--- src/rtl/press_classifier_if.sv ---
// Button-side signal bundle for press_classifier: debounced level and edge pulse in,
// registered gesture pulses and status out.
interface press_classifier_if;
  logic       debounced;
  logic       edge_trig;
  logic       short_press;
  logic       long_press;
  logic       double_press;
  logic       busy;
  logic [7:0] press_count;

  modport master (
    output debounced,
    output edge_trig,
    input  short_press,
    input  long_press,
    input  double_press,
    input  busy,
    input  press_count
  );

  modport slave (
    input  debounced,
    input  edge_trig,
    output short_press,
    output long_press,
    output double_press,
    output busy,
    output press_count
  );
endinterface

--- src/rtl/press_classifier.sv ---
// Classifies button activity into short, long and double presses using one shared
// timer that restarts on every state change. All outputs come straight from registers.
module press_classifier #(
  parameter int LONG_CYCLES = 100_000_000,
  parameter int GAP_CYCLES  = 30_000_000,
  parameter int CNT_W       = 27
) (
  input  logic               clk,
  input  logic               reset,
  press_classifier_if.slave  bus
);

  typedef enum logic [2:0] {
    IDLE   = 3'd0,
    PRESS1 = 3'd1,
    GAP    = 3'd2,
    PRESS2 = 3'd3,
    HOLD   = 3'd4
  } state_t;

  localparam logic [CNT_W-1:0] LONG_LAST = CNT_W'(LONG_CYCLES - 1);
  localparam logic [CNT_W-1:0] GAP_LAST  = CNT_W'(GAP_CYCLES - 1);

  state_t           state_reg, state_next;
  logic [CNT_W-1:0] cnt_reg, cnt_next;
  logic             deb_q_reg;
  logic             release_w;
  logic             short_reg, short_next;
  logic             long_reg, long_next;
  logic             double_reg, double_next;
  logic             busy_reg;
  logic [7:0]       count_reg;

  // A release is the falling edge of the debounced level.
  assign release_w = deb_q_reg & ~bus.debounced;

  always_comb begin
    state_next  = state_reg;
    short_next  = 1'b0;
    long_next   = 1'b0;
    double_next = 1'b0;
    case (state_reg)
      IDLE: begin
        if (bus.edge_trig) state_next = PRESS1;
      end
      PRESS1: begin
        if (bus.debounced && (cnt_reg == LONG_LAST)) begin
          state_next = HOLD;
          long_next  = 1'b1;
        end else if (release_w) begin
          state_next = GAP;
        end
      end
      GAP: begin
        // A new press on the last gap cycle still counts as the second press.
        if (bus.edge_trig) begin
          state_next = PRESS2;
        end else if (cnt_reg == GAP_LAST) begin
          state_next = IDLE;
          short_next = 1'b1;
        end
      end
      PRESS2: begin
        if (release_w) begin
          state_next  = IDLE;
          double_next = 1'b1;
        end else if (bus.debounced && (cnt_reg == LONG_LAST)) begin
          state_next  = HOLD;
          double_next = 1'b1;
        end
      end
      HOLD: begin
        if (release_w) state_next = IDLE;
      end
      default: state_next = IDLE;
    endcase
  end

  assign cnt_next = (state_next != state_reg) ? '0 : cnt_reg + CNT_W'(1);

  always_ff @(posedge clk) begin
    if (reset) begin
      state_reg  <= IDLE;
      cnt_reg    <= '0;
      deb_q_reg  <= 1'b0;
      short_reg  <= 1'b0;
      long_reg   <= 1'b0;
      double_reg <= 1'b0;
      busy_reg   <= 1'b0;
      count_reg  <= 8'd0;
    end else begin
      state_reg  <= state_next;
      cnt_reg    <= cnt_next;
      deb_q_reg  <= bus.debounced;
      short_reg  <= short_next;
      long_reg   <= long_next;
      double_reg <= double_next;
      busy_reg   <= (state_next != IDLE);
      if (bus.edge_trig) count_reg <= count_reg + 8'd1;
    end
  end

  assign bus.short_press  = short_reg;
  assign bus.long_press   = long_reg;
  assign bus.double_press = double_reg;
  assign bus.busy         = busy_reg;
  assign bus.press_count  = count_reg;

endmodule

--- src/flat_wrapper.sv ---
// flat-port wrapper written by rule: the top's interface ports become plain ports
module press_classifier_flat 
#(
  parameter int LONG_CYCLES = 100_000_000,
  parameter int GAP_CYCLES  = 30_000_000,
  parameter int CNT_W       = 27
)
  (clk, reset, bus_debounced, bus_edge_trig, bus_short_press, bus_long_press, bus_double_press, bus_busy, bus_press_count);
  press_classifier_if bus_i ();
  input  logic clk;
  input  logic reset;
  input wire logic [$bits(bus_i.debounced)-1:0] bus_debounced;
  input wire logic [$bits(bus_i.edge_trig)-1:0] bus_edge_trig;
  output wire logic [$bits(bus_i.short_press)-1:0] bus_short_press;
  output wire logic [$bits(bus_i.long_press)-1:0] bus_long_press;
  output wire logic [$bits(bus_i.double_press)-1:0] bus_double_press;
  output wire logic [$bits(bus_i.busy)-1:0] bus_busy;
  output wire logic [$bits(bus_i.press_count)-1:0] bus_press_count;
  assign bus_i.debounced = bus_debounced;
  assign bus_i.edge_trig = bus_edge_trig;
  assign bus_short_press = bus_i.short_press;
  assign bus_long_press = bus_i.long_press;
  assign bus_double_press = bus_i.double_press;
  assign bus_busy = bus_i.busy;
  assign bus_press_count = bus_i.press_count;
  press_classifier #(.LONG_CYCLES(LONG_CYCLES), .GAP_CYCLES(GAP_CYCLES), .CNT_W(CNT_W)) u_core (.clk(clk), .reset(reset), .bus(bus_i));
endmodule
--- config.mk ---
export PLATFORM = sky130hd
export DESIGN_NAME = press_classifier_flat
export DESIGN_NICKNAME = d
export VERILOG_FILES = /design/src/rtl/press_classifier_if.sv /design/src/rtl/press_classifier.sv /design/src/flat_wrapper.sv
export SDC_FILE = /design/constraint.sdc
export NUM_CORES = 1
export LEC_CHECK = 0
export BUFFER_PORTS_ARGS = -buffer_cell sky130_fd_sc_hd__buf_2
export CAP_MARGIN = 20
export CORE_MARGIN = 4
export CORE_UTILIZATION = 59
export DETAILED_ROUTE_END_ITERATION = 10
export GPL_TIMING_DRIVEN = 0
export PLACE_DENSITY_LB_ADDON = 0.2
export SLEW_MARGIN = 10
export SYNTH_ARGS = -nofsm -noshare
export SYNTH_HDL_FRONTEND = slang
export SYNTH_SLANG_ARGS = --single-unit
--- constraint.sdc ---
create_clock -name clk -period 2.75 [get_ports clk]
set_input_delay 0.275 -clock clk [delete_from_list [all_inputs] [get_ports clk]]
set_output_delay 0.275 -clock clk [all_outputs]
set_load 0.02 [all_outputs]
======== After elaboration in Yosys (flattened, before gate mapping) ========
Index checks and enable logic that the tools add are counted.
operators by class
  shifts and indexed selects .............. 0
  bitwise gates (word level) .............. 5
  reduce and logical (&&, ||, !) cells .... 7
  multiply operators ...................... 0
  divide/modulo/power cells ............... 0
  muxes and demuxes ....................... 12
  add/subtract/negate cells ............... 2
  $lt $le $gt $ge ......................... 0
  equal/unequal tests ..................... 7
operators by type and width
  operator                                                                  count
  27-bit by 1-bit adder with 27-bit output (second input constant)          1
  27-bit by 25-bit equality test with 1-bit output (second input constant)  1
  27-bit equality test (second input constant)                              1
  3-bit 2-to-1 mux                                                          8
  3-bit one-hot mux with 5 select lines                                     1
  8-bit by 1-bit adder with 8-bit output (second input constant)            1
  3-bit by 2-bit equality test with 1-bit output (second input constant)    2
  2-bit OR reduction                                                        3
  1-bit inverter                                                            4
  3-bit by 1-bit equality test with 1-bit output (second input constant)    1
  3-bit equality test (second input constant)                               1
  3-bit zero test                                                           1
  1-bit 2-to-1 mux                                                          3
  3-bit != test                                                             1
  3-bit nonzero test                                                        1
  3-bit OR reduction                                                        1
  1-bit AND                                                                 1
  1-bit logical AND                                                         1
storage, ports and cells
  memory bits (writable) .................. 0
  register bits ........................... 43
  memories ................................ 0
  output and inout port bits .............. 12
  ROM bits ................................ 0
  bits in latches ......................... 0

======== Depth between registers and ports, before layout ========
Gate-level depths: netlist of the first run.
  depth after elaboration ................. 7
  gate-level depth with buffers ........... 7
  mapped depth without buffers ............ 6

======== Worst setup path after synthesis of the first run ========
OpenSTA, ideal clock, no wires.
  kind .................................... register -> register
  from .................................... reg u_core.cnt_reg[0]
  to ...................................... reg u_core.cnt_reg[11]
  data arrival time ....................... 1.911 ns
  buffers on the path ..................... 1
  data required time ...................... 2.627 ns
  slack ................................... 0.717 ns
  library setup time ...................... 0.123 ns
  stages on the path, launching flop included .. 8
  cell sequence ........................... dfxtp_1 -> ha_1 -> nand2_1 -> nor4_1 -> nand4_1 -> a211oi_4 -> buf_8 -> nor3_2
between the ends
  cells in the longest elaborated chain, start to end .. 7
  elaborated cells between the ends (all ways) .. 12
  classes of those cells .................. add/sub: 1; eq/ne: 3; mux: 6; reduce/logical: 2
ends and longest elaborated chain
  element                                RTL line                                        RTL
  from (decl)                            press_classifier.sv:25                          logic [CNT_W-1:0] cnt_reg, cnt_next;
  from (signal assigned)                 press_classifier.sv:93                          cnt_reg <= cnt_next;
  27-bit equality test                   press_classifier.sv:47, press_classifier.sv:67
  1-bit logical AND                      press_classifier.sv:47, press_classifier.sv:67
  3-bit 2-to-1 mux                       press_classifier.sv:67                          end else if (bus.debounced && (cnt_reg == LONG_LAST)) begin
  3-bit 2-to-1 mux                       press_classifier.sv:64                          if (release_w) begin
  3-bit one-hot mux with 5 select lines  press_classifier.sv:42                          case (state_reg)
  3-bit != test                          press_classifier.sv:79                          assign cnt_next = (state_next != state_reg) ? '0 : cnt_reg + CNT_W'(1);
  2-bit OR reduction (no source line)    --
Parallel ways exist; a longest one is shown, timed or not.
A chain may end at the register's enable or synchronous reset.

======== Worst setup path after layout of the first run ========
  from .................................... reg u_core.cnt_reg[0]
  to ...................................... reg u_core.cnt_reg[25]
Same word-level chain as after synthesis.

==> results of run 1 <==
-- Yosys cell counts, types with 2 or more instances --
| cell type | n |
|---|---|
| a21oi_1 | 3 |
| clkbuf_1 | 8 |
| nor3_2 | 21 |
| and3_1 | 6 |
| dfxtp_1 | 43 |
| ha_1 | 2 |
| or3_1 | 2 |
| buf_8 | 2 |
| o21ai_0 | 2 |
| buf_2 | 2 |
| nor4_1 | 7 |
| nor2_1 | 18 |
| nor3b_1 | 2 |
| nand2_1 | 13 |
| xnor2_1 | 7 |
| nor3_1 | 13 |
| a31oi_1 | 4 |
| and4_1 | 3 |
| nand2b_1 | 3 |
| nand4_1 | 19 |
| inv_1 | 4 |
| xor2_1 | 21 |
| nor2b_1 | 5 |
| nand3_1 | 12 |
| a211oi_1 | 2 |
| nor4b_1 | 2 |
-- placed cells by master, fill, tap and decap left out, types with 2 or more instances in the layout --
master,Yosys,routed
dfxtp_1,43,43
nor3_2,21,21
xor2_1,21,21
nand4_1,19,19
nor2_1,18,18
buf_2,2,16
nand2_1,13,13
nor3_1,13,13
nand3_1,12,12
clkbuf_1,8,9
nor4_1,7,7
xnor2_1,7,7
clkbuf_8,0,7
and3_1,6,6
nor2b_1,5,5
inv_1,4,4
a31oi_1,4,4
nand2b_1,3,3
and4_1,3,3
a21oi_1,3,3
nor3b_1,2,2
nor4b_1,2,2
a211oi_1,2,2
buf_8,2,2
o21ai_0,2,2
or3_1,2,2
ha_1,2,2
-- worst reg2reg max path, stage by stage (launching register included) --
cell and delay, ps:
dfxtp_1 380, ha_1 260, nand2_1 150, nor4_1 380, nand4_1 400, a211oi_4 380
buf_12 160, buf_8 150, nor3_2 60
-- logic make-up after synthesis --
kind of cell	count (synthesis)	share of synthesized area (%)
and+or+nand+nor	137	39.3
DFF	43	38.5
xor gates and xnor gates	28	11.0
buffers and inverters	17	4.30
AOI/OAI and AO/OA	16	5.42
adders and majority gates	2	1.12
muxes	1	0.447
-- where the power goes --
group          internal [mW]  switching (mW)
clock                  0.229           0.206
combinational         0.0337          0.0580
sequential             0.632         0.00790
-- metrics by stage --
stage	hold slack (ps)	utilization, %	area (um^2)	power, mW
2_1_floorplan	347	-	2240	0.723
3_3_place_gp	470	64.7	2370	0.743
3_5_place_dp	476	64.7	2370	0.745
4_1_cts	221	67.4	2470	1.17
5_1_grt	245	68.0	2490	1.22
6_report	223	68.0	2490	1.17
-- routing by layer --
layer | GRT usage (%) | up-vias | share of wire, %
li1 | - | 934 | -
met1 | 23.1 | 839 | 44
met2 | 31.4 | 43 | 48
met3 | 5.80 | 6 | 5.6
met4 | 6.72 | 0 | 2.0
met5 | 0 | - | 0
-- layout make-up --
type	count	area [um^2]	share of cell area, %
inverter	4	15.0	0.603
clock buffer	8	100	4.02
multi-input combinational	184	1280	51.5
timing repair buffer	15	90.1	3.62
sequential	43	861	34.6
buffer	13	81.3	3.27
tap	48	60.1	2.41
-- final timing paths --
| check | from | to | cells past startpoint |
|---|---|---|---|
| setup / recovery | u_core.cnt_reg[0]$_SDFF_PP0_ | u_core.cnt_reg[25]$_SDFF_PP0_ | 8 |
| hold / removal | reset | u_core.deb_q_reg$_SDFF_PP0_ | 2 |
| setup reg to reg | u_core.cnt_reg[0]$_SDFF_PP0_ | u_core.cnt_reg[25]$_SDFF_PP0_ | 8 |
| hold reg to reg | u_core.bus.press_count[7]$_SDFFE_PP0P_ | u_core.bus.press_count[7]$_SDFFE_PP0P_ | 2 |
-- what timing repair did --
item | 4_1_cts | 5_1_grt
endpoints found under the setup margin | 0 | 20
endpoints found under the hold margin | 0 | 0
hold buffers | 0 | 0
buffers inserted | 0 | 1
==> run_results.csv, run 1 <==
group,metric,value,unit
sta,period_needed,2440,ps
floorplanning,start_util,61.1,%
synthesis,syn_area,0.00224,mm^2
worst_setup_path,critPathCaptureType,"flop",
clock_tree,cts.repair.resized,0,
detailed_routing,vias,1822,
power,leakage,0.826,nW
sta,rsz0062_at_grt,"false",
final_layout,fin_cells,315,
synthesis,yosysSeqAreaShare,38.5,%
placed_design,port_buffers,14,
synthesis,synth_edf_count,0,
min_path,hold_class,"in2reg",
placed_design,dp.cells,306,
synthesis,synth_cell_type_count,44,
synthesis,synth_seq_cells,43,
sta,slew_headroom,46.7,%
sta,drv_slew,0,
final_layout,drive_gt1_share,19.5,%
grt,track_usage,18.9,%
final_layout,syn_to_final_growth,11.2,%
final_layout,largest_reg_flops,27,
floorplanning,die_x,69.6,um
synthesis,async_reset_ff_share,0,%
worst_setup_path,critPathSlowestCell,"nand4_1",
floorplanning,die_area,0.00484,mm^2
detailed_routing,first_iter_violations,91,
floorplanning,io_pins,16,
worst_setup_path,crit_chain,"ha_1 > nand2_1 > nor4_1 > nand4_1 > a211oi_4 > buf_12 > buf_8 > nor3_2",
grt,grt_pass1_wl,7510,um
synthesis,yosysTopAreaCell,"dfxtp_1",
sta,fin_skew,5.19,ps
detailed_routing,drc,0,
detailed_routing,vias_per_cell,5.78,
clock_tree,clk_pin_slew,80,ps
final_layout,diodes,0,
clock_tree,cts_tree,"yes",
power,powerDensity,469,mW/mm^2
sta,max_freq,0.411,GHz
synthesis,ys.flop_type,"dfxtp_1",
synthesis,synth_cells,244,
floorplanning,fp.coreArea,0.00366,mm^2
clock_tree,htree_levels,2,
clock_tree,cts_buffers,5,
synthesis,yosys.area.top_type_share,38.5,%
placed_design,hpwl,3220,um
clock_tree,cts-root-buf,"clkbuf_8",
synthesis,synth_area_leaders,"dfxtp_1 38%, nor3_2 9.4%, xor2_1 8.2%",
floorplanning,placementRows,22,
worst_setup_path,crit_required,2930,ps
detailed_routing,wl,4390,um
clock_tree,insertion_delay,290,ps
clock_tree,cts_max_path_buffers,2,
sta,period_share,88.6,%
final_layout,n_fill_cell,298,
grt,grt.overflow.total,0,
sta,layout_setup_ws,314,ps
grt,grt_max_degree,13,
worst_setup_path,critPathTopFamily,"simple AND/OR/NAND/NOR gates",
worst_setup_path,max_stage_delay,400,ps
clock_tree,cts.sinks,43,
placed_design,gp_congestion,0.889,
outcome,outcome,"finished, final reports clean",
detailed_routing,postRouteAntennaNets,0,
synthesis,ys_warn_count,0,
sta,hold_viol_final,0,
final_layout,layout.nets,272,
worst_setup_path,cp_max_fo,10,
floorplanning,chipHeight,69.6,um
detailed_routing,drtPass1Iterations,4,
sta,tns,0,ps
worst_setup_path,reg2reg_slack,310,ps
worst_setup_path,start_kind,"flop",
synthesis,syn-num-nets,250,
sta,tightest_slew,794,ps
power,ir_worst_vdd,0.354,mV
synthesis,avgSynthCellArea,9.17,um^2
worst_setup_path,cp.arrival,2620,ps
sta,setup_viol_count_final,0,
worst_setup_path,path_class,"reg2reg",
grt,antenna_found_initial,0,
detailed_routing,wl_per_cell,13.9,um
placed_design,place_worst_setup_slack,168,ps
worst_setup_path,cp_num_buf_inv,2,
flow_run,maxCapViolations,0,
grt,grt_pass1_vias,1690,
No activity file was read; power rests on OpenSTA's default activity.
==> run 2: changes to the inputs <==
MAX_ROUTING_LAYER = met4   (was default)
==> run 2 against run 1 <==
  * Highest routed layer unchanged
  * Register-to-register slack is essentially flat
  * Fmax down 0.50%
  * Final cell count unchanged
  * Design area unchanged
  * Count of clock-buffer cells in the layout unchanged
==> run_results.csv, run 2 (same netlist as run 1, synthesis figures left out) <==
group,metric,value,unit
flow_run,maxCapViolations,0,
detailed_routing,first_iter_violations,93,
clock_tree,insertion_delay,290,ps
power,p_clk_share,37.3,%
final_layout,diodes,0,
min_path,hold_class,"in2reg",
detailed_routing,postRouteAntennaNets,0,
final_layout,final_common_cell,"dfxtp_1",
sta,tns,0,ps
detailed_routing,wl_met3,225,um
placed_design,hpwl,3220,um
sta,drv_slew,0,
worst_setup_path,cp.arrival,2630,ps
sta,period_needed,2450,ps
detailed_routing,top_layer,"met4",
floorplanning,die_area,0.00484,mm^2
detailed_routing,wl_met1,1970,um
detailed_routing,drc,0,
sta,fin_skew,4.89,ps
outcome,outcome,"finished, final reports clean",
detailed_routing,wl_met2,2100,um
worst_setup_path,critPathTopFamily,"simple AND/OR/NAND/NOR gates",
detailed_routing,wl_per_cell,13.9,um
worst_setup_path,cp_max_fo,10,
detailed_routing,drtPass1Iterations,4,
clock_tree,clk_pin_slew,80,ps
placed_design,gp_congestion,0.904,
final_layout,drive_gt1_share,19.5,%
grt,grt.overflow.total,0,
worst_setup_path,path_class,"reg2reg",
grt,track_usage,19.4,%
worst_setup_path,crit_required,2930,ps
sta,period_share,89.0,%
sta,setup_viol_count_final,0,
power,fin_total_pwr,1.17,mW
power,p_int,895,uW
floorplanning,io_pins,16,
placed_design,port_buffers,14,
worst_setup_path,cp_num_buf_inv,2,
final_layout,largest_reg_flops,27,
detailed_routing,vias_per_cell,5.79,
worst_setup_path,max_stage_delay,400,ps
floorplanning,die_x,69.6,um
power,powerDensity,469,mW/mm^2
floorplanning,fp.coreArea,0.00366,mm^2
floorplanning,placementRows,22,
final_layout,final_cell_mix,"43 x dfxtp_1, 21 x nor3_2, 21 x xor2_1",
final_layout,syn_to_final_growth,11.2,%
clock_tree,cts_max_path_buffers,2,
clock_tree,cts.sinks,43,
power,combPwrFrac,7.8,%
sta,slew_headroom,46.8,%
final_layout,fin_util,68.0,%
clock_tree,htree_levels,2,
floorplanning,chipHeight,69.6,um
final_layout,n_fill_cell,298,
sta,tightest_slew,793,ps
floorplanning,start_util,61.1,%
worst_setup_path,critPathCaptureType,"flop",
clock_tree,cts-root-buf,"clkbuf_8",
worst_setup_path,critPathSlowestCell,"nand4_1",
power,switching_share,23.3,%
detailed_routing,wl,4390,um
clock_tree,cts_tree,"yes",
clock_tree,cts_hold_buf,0,
grt,antenna_found_initial,0,
worst_setup_path,crit_chain,"ha_1 > nand2_1 > nor4_1 > nand4_1 > a211oi_4 > buf_12 > buf_8 > nor3_2",
worst_setup_path,start_kind,"flop",
grt,grt_pass1_wl,7500,um
clock_tree,cts_buffers,5,
detailed_routing,vias,1824,
power,netSwitchingPower,272,uW
grt,grt_pass1_vias,1693,
power,leakage,0.826,nW
sta,rsz0062_at_grt,"false",
sta,hold_viol_final,0,
power,seq_power_share,54.8,%
final_layout,layout.nets,272,
sta,max_freq,0.408,GHz
power,ir_worst_vdd,0.354,mV
grt,grt_max_degree,13,
[run 2: stage by stage]
step | instances | setup WS [ps] | cell area [um^2] | hold slack, ps
global route | 315 | 78.5 | 2490 | 250
detailed placement | 306 | 168 | 2370 | 476
floorplan | 244 | 717 | 2240 | 347
finish | 315 | 302 | 2490 | 223
global placement | 306 | 154 | 2370 | 470
CTS | 314 | 146 | 2470 | 221
[run 2: repair_timing]
item | 4_1_cts | 5_1_grt
buffers inserted | 0 | 1
endpoints found under the setup margin | 0 | 20
resized for setup | 0 | 0
[run 2: metal layers]
layer	vias up	GRT usage [%]
li1	936	-
met1	841	23.1
met2	41	31.4
met3	6	4.49
met4	0	8.03
met5	-	-
[run 2: area by class of cell]
cell class | count | area (um^2) | area share (%)
flip-flops and latches | 43 | 861 | 34.6
plain buffers | 13 | 81.3 | 3.27
well taps | 48 | 60.1 | 2.41
clock buffers | 8 | 100 | 4.02
repair buffers | 15 | 90.1 | 3.62
multi-input cells | 184 | 1280 | 51.5
inverters | 4 | 15.0 | 0.603
[run 2: power groups by stage]
stage / logic [mW] / registers (mW) / clock network (mW)
3_3_place_gp: 0.0891 / 0.654 / 0
3_5_place_dp: 0.0898 / 0.655 / 0
4_1_cts: 0.0898 / 0.640 / 0.445
6_report: 0.0916 / 0.640 / 0.435
5_1_grt: 0.100 / 0.642 / 0.470
2_1_floorplan: 0.0635 / 0.660 / 0
[run 2: worst register-to-register path: cells and delay by family, from the launching register on]
family          cells  cell delay, ps
fa+ha+maj           1             260
simple gates        4            1000
flops               1             380
buf+inv             2             310
compound gates      1             380
[run 2: final timing paths]
path / start / slack, ps / cells past startpoint / end
worst min-delay path: reset / 220 / 2 / u_core.deb_q_reg$_SDFF_PP0_
worst max-delay path: u_core.cnt_reg[0]$_SDFF_PP0_ / 300 / 8 / u_core.cnt_reg[25]$_SDFF_PP0_
worst min register to register: u_core.bus.press_count[7]$_SDFFE_PP0P_ / 480 / 2 / u_core.bus.press_count[7]$_SDFFE_PP0P_
worst max register to register: u_core.cnt_reg[0]$_SDFF_PP0_ / 300 / 8 / u_core.cnt_reg[25]$_SDFF_PP0_
==> run 3: changes to the inputs <==
BUFFER_PORTS_ARGS = -buffer_cell sky130_fd_sc_hd__clkbuf_2   (was -buffer_cell sky130_fd_sc_hd__buf_2)
CELL_PAD_IN_SITES_DETAIL_PLACEMENT = 1   (was default)
CELL_PAD_IN_SITES_GLOBAL_PLACEMENT = 2   (was default)
CORE_UTILIZATION = 37   (was 59)
==> run 3 against run 2 <==
  * Sequential share of layout area is 0.21 points lower
  * Worst hold slack worse by 8.4 ps
  * Worst setup slack worse by 74 ps
  * Critical endpoint is now u_core.cnt_reg[21]$_SDFF_PP0_
  * Largest cell class unchanged
==> run_results.csv, run 3 (same netlist as run 1, synthesis figures left out) <==
group,metric,value,unit
grt,track_usage,17.0,%
placed_design,dp.cells,333,
sta,fin_skew,6.03,ps
power,p_int,844,uW
grt,antenna_found_initial,0,
detailed_routing,wl_per_cell,16.3,um
outcome,outcome,"finished, final reports clean",
flow_run,maxCapViolations,0,
final_layout,syn_to_final_growth,11.9,%
clock_tree,cts-root-buf,"clkbuf_8",
power,ir_worst_vdd,0.172,mV
final_layout,diodes,0,
detailed_routing,vias,1867,
detailed_routing,wl,5560,um
power,switching_share,25.2,%
power,seq_power_share,56.7,%
clock_tree,cts_buffers,5,
placed_design,port_buffers,14,
worst_setup_path,cp.arrival,2710,ps
placed_design,hpwl,4050,um
grt,grt_pass1_wl,9470,um
worst_setup_path,cp_num_buf_inv,2,
worst_setup_path,start_kind,"flop",
clock_tree,htree_levels,2,
floorplanning,die_area,0.00736,mm^2
worst_setup_path,critPathSlowestCell,"nand4_1",
floorplanning,chipHeight,85.8,um
worst_setup_path,crit_required,2930,ps
clock_tree,cts.sinks,43,
clock_tree,cts_max_path_buffers,2,
worst_setup_path,critPathTopFamily,"simple AND/OR/NAND/NOR gates",
worst_setup_path,crit_chain,"ha_1 > nand2_1 > nor4_1 > nand4_1 > a211oi_4 > buf_12 > buf_8 > nor3_2",
clock_tree,insertion_delay,300,ps
worst_setup_path,critPathCaptureType,"flop",
detailed_routing,postRouteAntennaNets,0,
grt,grt.overflow.total,0,
worst_setup_path,max_stage_delay,420,ps
power,combPwrFrac,8.5,%
detailed_routing,drc,0,
clock_tree,post-cts-setup-buffers,0,
final_layout,largest_reg_flops,27,
final_layout,fin_util,42.5,%
power,p_clk_share,34.8,%
clock_tree,clk_pin_slew,80,ps
grt,grt_max_degree,13,
worst_setup_path,path_class,"reg2reg",
floorplanning,die_x,85.8,um
placed_design,gp_congestion,0.805,
sta,setup_viol_count_final,0,
clock_tree,cts_hold_buf,0,
final_layout,layout.nets,272,
power,leakage,0.808,nW
sta,slew_headroom,49.3,%
floorplanning,fp.coreArea,0.00589,mm^2
clock_tree,cts.repair.resized,0,
clock_tree,cts_tree,"yes",
final_layout,final_cell_mix,"43 x dfxtp_1, 21 x nor3_2, 21 x xor2_1",
power,powerDensity,451,mW/mm^2
floorplanning,start_util,38.0,%
sta,max_freq,0.396,GHz
worst_setup_path,cp_max_fo,10,
floorplanning,placementRows,28,
final_layout,drive_gt1_share,19.1,%
detailed_routing,drtPass1Iterations,4,
floorplanning,io_pins,16,
power,netSwitchingPower,285,uW
sta,drv_slew,0,
grt,grt_pass1_vias,1897,
sta,period_share,91.7,%
sta,period_needed,2520,ps
sta,tns,0,ps
sta,rsz0062_at_grt,"false",
min_path,hold_class,"in2reg",
final_layout,final_common_cell,"dfxtp_1",
sta,hold-worst-slack,215,ps
sta,tightest_slew,754,ps
sta,hold_viol_final,0,
detailed_routing,vias_per_cell,5.46,
final_layout,fin_cells,342,
detailed_routing,first_iter_violations,74,
## run 3: changes by cell type in the layout (fill, tap and decap cells not counted), sizes merged
| cell | previous run | this run |
|---|---|---|
| buf | 20 | 6 |
| clkinv | 0 | 1 |
| clkbuf | 16 | 29 |
## run 3: worst register-to-register path: stages (launching register included)
cell,delay [ps]
dfxtp_1,390
ha_1,260
nand2_1,180
nor4_1,360
nand4_1,420
a211oi_4,400
buf_12,180
buf_8,160
nor3_2,60
## run 3: final timing paths
path,start,end,slack [ps],depth (start not counted)
setup / recovery,u_core.cnt_reg[0]$_SDFF_PP0_,u_core.cnt_reg[21]$_SDFF_PP0_,230,8
hold / removal,reset,u_core.deb_q_reg$_SDFF_PP0_,210,2
setup reg to reg,u_core.cnt_reg[0]$_SDFF_PP0_,u_core.cnt_reg[21]$_SDFF_PP0_,230,8
hold reg to reg,u_core.cnt_reg[0]$_SDFF_PP0_,u_core.cnt_reg[0]$_SDFF_PP0_,500,1
## run 3: layout make-up
cell class / instances / area [um^2]
Sequential cell: 43 / 861
Clock inverter: 1 / 5.00
Timing Repair Buffer: 15 / 90.1
Multi-Input combinational cell: 184 / 1280
Fill cell: 692 / 3380
Buffer: 13 / 81.3
Tap cell: 75 / 93.8
Inverter: 4 / 15.0
Clock buffer: 7 / 76.3
## run 3: power groups by stage
stage / Combinational (mW) / Sequential (mW) / Clock (mW)
floorplan: 0.0635 / 0.660 / 0
global placement: 0.0933 / 0.655 / 0
detailed placement: 0.0936 / 0.655 / 0
CTS: 0.0938 / 0.641 / 0.411
global route: 0.106 / 0.642 / 0.438
finish: 0.0954 / 0.640 / 0.393
## run 3: metrics by stage
step | area (um^2) | power [mW] | worst slack [ps]
6_report | 2500 | 1.13 | 228
2_1_floorplan | 2240 | 0.723 | 717
4_1_cts | 2480 | 1.15 | 22.5
5_1_grt | 2500 | 1.19 | 90.8
3_3_place_gp | 2400 | 0.748 | 23.5
3_5_place_dp | 2400 | 0.749 | 51.5
## run 3: metal layers
metal,GRT usage [%],vias up,routed length (um)
met5,-,-,0
met4,7.48,0,126
met3,2.59,10,165
met2,27.6,24,2620
met1,20.8,899,2650
li1,-,934,-
